## src/rtl/alu_pkg.sv

```systemverilog
`default_nettype none
// ============================================================================
//  Module      : alu_pkg
//  Description : Shared constants for the ALU arithmetic paths. Holds the
//                serial controller state encoding, the operation encoding and
//                the default operand width.
//  Revision    : 1.0 - initial release
// ============================================================================
package alu_pkg;

    // Default operand/result width of the serial arithmetic path.
    localparam int c_default_width = 8;

    // Serial controller state encoding.
    localparam logic [1:0] c_st_idle = 2'd0;
    localparam logic [1:0] c_st_run  = 2'd1;
    localparam logic [1:0] c_st_done = 2'd2;

    // Operation encoding carried on op_sub.
    localparam logic c_op_add = 1'b0;
    localparam logic c_op_sub = 1'b1;

endpackage : alu_pkg
`default_nettype wire

```

## src/rtl/fulladder.sv

```systemverilog
`default_nettype none
// ============================================================================
//  Module      : fulladder
//  Description : Single-bit combinational full adder cell.
//  Revision    : 1.0 - initial release
// ============================================================================
module fulladder (
    input  logic in_a,
    input  logic in_b,
    input  logic in_c,
    output logic sum_out,
    output logic c_out
);

    // Sum and carry of the three input bits.
    always_comb begin
        sum_out = in_a ^ in_b ^ in_c;
        c_out   = (in_a & in_b) | (in_c & (in_a ^ in_b));
    end

endmodule : fulladder
`default_nettype wire

```

## src/rtl/serial_add_ctrl.sv

```systemverilog
`default_nettype none
// ============================================================================
//  Module      : serial_add_ctrl
//  Description : Bit-serial add/subtract controller. Streams the operands LSB
//                first through one fulladder cell over WIDTH cycles, using a
//                carry flop and operand shift registers, and reports the
//                result with carry-out and signed overflow through a
//                start/busy/done handshake.
//                Build option SERIAL_SUB_EN: when defined, op_sub selects
//                subtraction (B inverted, carry-in 1); when undefined every
//                operation is an add and op_sub is ignored.
//  Revision    : 1.0 - initial release
// ============================================================================
module serial_add_ctrl
    import alu_pkg::*;
#(
    parameter int WIDTH = c_default_width
) (
    input  logic             clk,
    input  logic             rst,
    input  logic             start,
    input  logic             op_sub,
    input  logic [WIDTH-1:0] in_a,
    input  logic [WIDTH-1:0] in_b,
    output logic             busy,
    output logic             done,
    output logic [WIDTH-1:0] sum_out,
    output logic             c_out,
    output logic             ovf_out
);

    localparam int               c_cnt_w   = $clog2(WIDTH);
    localparam logic [c_cnt_w-1:0] c_cnt_last = c_cnt_w'(WIDTH - 1);
    localparam logic [c_cnt_w-1:0] c_cnt_one  = c_cnt_w'(1);

    logic [1:0]         r_state;
    logic [1:0]         w_state_nxt;
    logic [WIDTH-1:0]   r_a;
    logic [WIDTH-1:0]   r_b;
    logic [WIDTH-1:0]   r_res;
    logic               r_carry;
    logic [c_cnt_w-1:0] r_cnt;
    logic [WIDTH-1:0]   r_sum_out;
    logic               r_c_out;
    logic               r_ovf_out;

    logic [WIDTH-1:0]   w_b_load;
    logic               w_cin;
    logic               w_fa_sum;
    logic               w_fa_cout;
    logic               w_last_bit;

`ifdef SERIAL_SUB_EN
    logic w_sub;

    // Subtraction is A + ~B + 1: invert B on load and seed the carry with 1.
    assign w_sub    = (op_sub == c_op_sub);
    assign w_b_load = w_sub ? ~in_b : in_b;
    assign w_cin    = w_sub;
`else
    logic w_unused_op_sub;

    // Add-only build: B loads unmodified and the carry always starts at 0.
    assign w_b_load        = in_b;
    assign w_cin           = c_op_add;
    assign w_unused_op_sub = op_sub ^ c_op_sub;
`endif

    assign w_last_bit = (r_cnt == c_cnt_last);

    // The single arithmetic cell sees the current LSBs and the carry flop.
    fulladder u_fulladder (
        .in_a    (r_a[0]),
        .in_b    (r_b[0]),
        .in_c    (r_carry),
        .sum_out (w_fa_sum),
        .c_out   (w_fa_cout)
    );

    // State register.
    always_ff @(posedge clk) begin
        if (rst) begin
            r_state <= c_st_idle;
        end else begin
            r_state <= w_state_nxt;
        end
    end

    // Next-state logic: accept in IDLE, run WIDTH bit-cycles, one DONE cycle.
    always_comb begin
        w_state_nxt = r_state;
        case (r_state)
            c_st_idle: if (start)      w_state_nxt = c_st_run;
            c_st_run:  if (w_last_bit) w_state_nxt = c_st_done;
            c_st_done:                 w_state_nxt = c_st_idle;
            default:                   w_state_nxt = c_st_idle;
        endcase
    end

    // Handshake outputs decoded from the state register.
    always_comb begin
        busy = (r_state != c_st_idle);
        done = (r_state == c_st_done);
    end

    // Operand/result shifting, carry tracking and result capture.
    always_ff @(posedge clk) begin
        if (rst) begin
            r_a       <= '0;
            r_b       <= '0;
            r_res     <= '0;
            r_carry   <= 1'b0;
            r_cnt     <= '0;
            r_sum_out <= '0;
            r_c_out   <= 1'b0;
            r_ovf_out <= 1'b0;
        end else begin
            case (r_state)
                c_st_idle: begin
                    if (start) begin
                        r_a     <= in_a;
                        r_b     <= w_b_load;
                        r_carry <= w_cin;
                        r_cnt   <= '0;
                        r_res   <= '0;
                    end
                end
                c_st_run: begin
                    r_res   <= {w_fa_sum, r_res[WIDTH-1:1]};
                    r_carry <= w_fa_cout;
                    r_a     <= r_a >> 1;
                    r_b     <= r_b >> 1;
                    r_cnt   <= r_cnt + c_cnt_one;
                    // On the MSB cycle the carry flop still holds the carry
                    // into the MSB, so overflow is that XOR the carry out.
                    if (w_last_bit) begin
                        r_sum_out <= {w_fa_sum, r_res[WIDTH-1:1]};
                        r_c_out   <= w_fa_cout;
                        r_ovf_out <= r_carry ^ w_fa_cout;
                    end
                end
                default: begin
                end
            endcase
        end
    end

    assign sum_out = r_sum_out;
    assign c_out   = r_c_out;
    assign ovf_out = r_ovf_out;

endmodule : serial_add_ctrl
`default_nettype wire

```

## config.mk

```make
export PLATFORM = sky130hd
export DESIGN_NAME = serial_add_ctrl
export DESIGN_NICKNAME = d
export VERILOG_FILES = /design/src/rtl/alu_pkg.sv /design/src/rtl/fulladder.sv /design/src/rtl/serial_add_ctrl.sv
export SDC_FILE = /design/constraint.sdc
export NUM_CORES = 1
export LEC_CHECK = 0
export ABC_AREA = 0
export CAP_MARGIN = 20
export CORE_AREA = 2 2 64 66
export DETAILED_ROUTE_END_ITERATION = 16
export DIE_AREA = 0 0 66 68
export MAX_ROUTING_LAYER = met4
export PLACE_DENSITY = 0.71
export SLEW_MARGIN = 5
export SYNTH_ARGS = -nofsm -noshare
export SYNTH_HDL_FRONTEND = slang
export SYNTH_SLANG_ARGS = --single-unit
```

## constraint.sdc

```tcl
create_clock -name clk -period 1.4 [get_ports clk]
set_input_delay 0.28 -clock clk [delete_from_list [all_inputs] [get_ports clk]]
set_output_delay 0.28 -clock clk [all_outputs]
set_load 0.02 [all_outputs]
```

==> summary.md <==
The number of max-slew violations in the final report is 0. The total vias in the final route is 1322, and the final routed wirelength across all metal layers is 3450 µm. The worst register-to-register path begins at r_cnt[0]$_SDFFE_PP0P_.

Synthesis produced 169 cells. The power density over cell area came out at 1000 mW/mm². Counting instances in the post-synthesis netlist gives the leading cell types as 39 x sky130_fd_sc_hd__dfxtp_1, 20 x sky130_fd_sc_hd__inv_1, 19 x sky130_fd_sc_hd__nor2_1. The yosys synthesis warning count is 0.

The run gives 787 µm² as the register cell area after layout. The share of layout cells above drive strength 1 was 0.289. The number of cells on the worst reg-to-reg path came out at 7. The final period utilization is 0.987, and the H-tree level count is 2. The part of the Yosys area used for sequential elements is 0.480. The worst setup path is of the flip-flop to flip-flop kind. After the flow finishes, the layout carries non-filler instances totaling 261. The proportion of power drawn by combinational gates was 0.132. In this run, the number of DRC markers left after iteration 0 of detailed routing was 81. For the worst setup path, the data arrival time is 1600 ps. Filler cell count: 345. In the routed layout, each cell is associated on average with a via count of 5.07. The area growth from synthesis to layout is 35.2%. Register-to-register setup slack: 20 ps.

The tightest slew margin relative to the limit was 0.748; the count of placed standard cells including taps was 251. STA classifies the critical path endpoint as a flip-flop. The switching power share of the total was 0.248.

The most numerous cell in the Yosys netlist was sky130_fd_sc_hd__dfxtp_1. The clock-pin transition on the worst setup and hold timing paths works out to 70 ps. The die is 66 µm wide. The clock period could shrink to 1380 ps. The number of synthesized flops with an enable pin came out at 0. In the final layout, the multi-input gates occupy 752 µm².

The tools report the maximum achievable frequency as 724 MHz. The final core utilization came out at 0.570. Across the run, the number of max-cap violations was 0. The number of antenna violations at the first check in global routing is 0, and the largest fanout on the critical path is 4. The total global routing track utilization is 0.166, and the number of instances on the worst hold path is 2.

The end point of the critical path is sum_out[2]$_SDFFE_PP0P_. Sorting the synthesized cells by area gives the leading types as sky130_fd_sc_hd__dfxtp_1 48%, sky130_fd_sc_hd__o221a_1 6.2%, sky130_fd_sc_hd__a22oi_1 5.5%. For the leakage power, the log shows 0.874 nW.

The total overflow left after global routing is 0. The startpoint type of the worst setup path is a flip-flop. The number of optimization iterations in the first detailed-route pass came out at 4. Between clock sinks in the finished design, the worst skew comes to 6.09 ps. After synthesis the netlist holds a flip-flop and latch count of 39. The remaining antenna violation count came out at 0. The run gives 0.330 as the proportion of power drawn by the clock network. Setup repair after global routing could not meet its margin everywhere. STA puts the critical path data required time at 1620 ps. Across the VDD grid, the largest voltage drop is 0.000611 V.

After the last flow step, the layout net total stands at 233. The via count of the first global-routing pass is 1282. The area share of the largest cell type after synthesis is 0.480, and the height of the die is 68 µm. Clock tree synthesis inserted a total of 5 buffers.

The tools report the count of distinct cell types in the synthesized netlist as 25. The floorplan has 23 rows. The cell at the root of the clock tree is sky130_fd_sc_hd__clkbuf_8. The synthesized netlist occupies a cell area of 0.00163 mm². The run finished with clean final reports.

The clock tree buffer depth is 2, and the full die area is 0.00449 mm². For the count of antenna diodes in the layout, the log shows 0. The critical path starts at r_cnt[0]$_SDFFE_PP0P_. For this design the top-level I/O count stands at 32.

At the pin with the least slew margin, the transition time is 376 ps. Detailed placement finished with a half-perimeter wire length of 2240 µm. The worst register-to-register path ends at sum_out[2]$_SDFFE_PP0P_.

For the final estimated routing congestion in global placement, the log shows 0.740. The number of buffers inserted by port buffering was 30. The average instance in the mapped netlist occupies 9.62 µm². The most used flip-flop cell after synthesis is sky130_fd_sc_hd__dfxtp_1. The tools report the net load switching power as 0.000547 W.

Count of final hold-check violations: 0. Setup-violating endpoint count in the final report: 0. The largest total area in the synthesized netlist belongs to sky130_fd_sc_hd__dfxtp_1. The share of total power in sequential cells was 0.538; the number of clock sinks was 39. When the netlist entered floorplanning its net count stood at 192. The first global-routing pass estimated 5480 µm of wire. Starting utilization of the core area: 0.422.

TritonCTS built the clock tree. The async set-reset flop share out of synthesis was 0. Internal power comes to 0.00166 W. The detailed-route wire length per cell came out at 13.2 µm. The core region is 0.00386 mm². Entering global routing, the biggest net connects 34 pins. In the routed design, unresolved DRC markers number 0. Clock insertion delay at the later pin of the skew report: 290 ps. The path class of the tightest hold or removal check is flip-flop to flip-flop.
layout by cell type (no fill, tap or decap), types with 2 or more instances in the layout:
cell and instances:
sky130_fd_sc_hd__ha_4 2, sky130_fd_sc_hd__clkbuf_1 2, sky130_fd_sc_hd__nand2_2 3, sky130_fd_sc_hd__clkdlybuf4s50_1 18, sky130_fd_sc_hd__dfxtp_1 34, sky130_fd_sc_hd__a22oi_1 11
sky130_fd_sc_hd__a211oi_2 2, sky130_fd_sc_hd__a21oi_1 9, sky130_fd_sc_hd__buf_4 13, sky130_fd_sc_hd__nor2_1 17, sky130_fd_sc_hd__o221a_2 5, sky130_fd_sc_hd__dfxtp_2 5
sky130_fd_sc_hd__inv_1 20, sky130_fd_sc_hd__buf_12 2, sky130_fd_sc_hd__clkbuf_8 5, sky130_fd_sc_hd__nand2_1 14, sky130_fd_sc_hd__a21oi_2 13, sky130_fd_sc_hd__o221a_1 9
sky130_fd_sc_hd__dlygate4sd2_1 10
what timing repair did:
action | CTS | global route
hold buffers | 0 | 0
gates resized for setup | 19 | 21
setup endpoints to repair | 35 | 37
gates cloned | 0 | 1
setup buffers | 0 | 1
pin swaps | 0 | 8
flip-flops by register name (all words and copies together), names as in the netlist:
signal,cells
r_res,7
r_carry,1
r_cnt,3
ovf_out,1
r_a,8
r_b,8
r_state,2
c_out,1
sum_out,8
critical path, cell delays in order, from the launching register on:
cell and delay [ps]:
sky130_fd_sc_hd__dfxtp_2 340, sky130_fd_sc_hd__ha_4 160, sky130_fd_sc_hd__ha_4 150, sky130_fd_sc_hd__buf_4 120
sky130_fd_sc_hd__nand3b_1 200, sky130_fd_sc_hd__clkbuf_16 190, sky130_fd_sc_hd__nand2_2 40, sky130_fd_sc_hd__a21oi_1 110
power by group through the flow:
stage / combinational [W] / clock (W) / sequential (W)
3_5_place_dp: 0.000275 / 0 / 0.00121
6_report: 0.000292 / 0.000729 / 0.00119
4_1_cts: 0.000276 / 0.000748 / 0.00118
3_3_place_gp: 0.000265 / 0 / 0.00121
2_1_floorplan: 0.000186 / 0 / 0.00120
5_1_grt: 0.000321 / 0.000796 / 0.00119
worst min path at each step:
stage / start / end
2_1_floorplan: r_res[1]$_SDFFE_PP0P_ / sum_out[0]$_SDFFE_PP0P_
3_3_place_gp: ovf_out$_SDFFE_PP0P_ / ovf_out$_SDFFE_PP0P_
3_5_place_dp: sum_out[5]$_SDFFE_PP0P_ / sum_out[5]$_SDFFE_PP0P_
4_1_cts: sum_out[5]$_SDFFE_PP0P_ / sum_out[5]$_SDFFE_PP0P_
5_1_grt: sum_out[2]$_SDFFE_PP0P_ / sum_out[2]$_SDFFE_PP0P_
6_report: sum_out[4]$_SDFFE_PP0P_ / sum_out[4]$_SDFFE_PP0P_
final cells by class:
| class | count | area share |
|---|---|---|
| Multi-Input combinational cell | 98 | 0.342 |
| Clock inverter | 1 | 0.00228 |
| Timing Repair Buffer | 46 | 0.200 |
| Clock buffer | 7 | 0.0347 |
| Inverter | 20 | 0.0341 |
| Tap cell | 50 | 0.0285 |
| Sequential cell | 39 | 0.358 |
kinds of logic after synthesis:
family	Yosys count	share of synthesized area
AOI/OAI and AO/OA	52	0.268
and+or+nand+nor	41	0.110
DFF	39	0.480
buffers and inverters	32	0.103
muxes	1	0.00615
adders and majority gates	3	0.0277
xor gates and xnor gates	1	0.00539
routing by layer:
layer	vias up	share of wire	wire, µm	track usage
met5	-	0	0	-
met4	0	0.024	83	0.0842
met3	7	0.032	112	0.0362
met2	21	0.51	1760	0.289
met1	630	0.43	1490	0.180
li1	664	-	-	-
stage by stage:
stage	setup TNS, ps	hold slack [ps]	cell area [µm²]	power (W)	worst slack (ps)
after floorplan	0	432	1630	0.00139	80.2
after global placement	-8960	444	2030	0.00147	-449
after detailed placement	-10420	446	2030	0.00148	-521
after CTS	0	454	2100	0.00221	6.03
after global routing	-131	482	2200	0.00231	-31.9
final	0	454	2200	0.00221	18.2
Power figures use the tool's default switching activity.
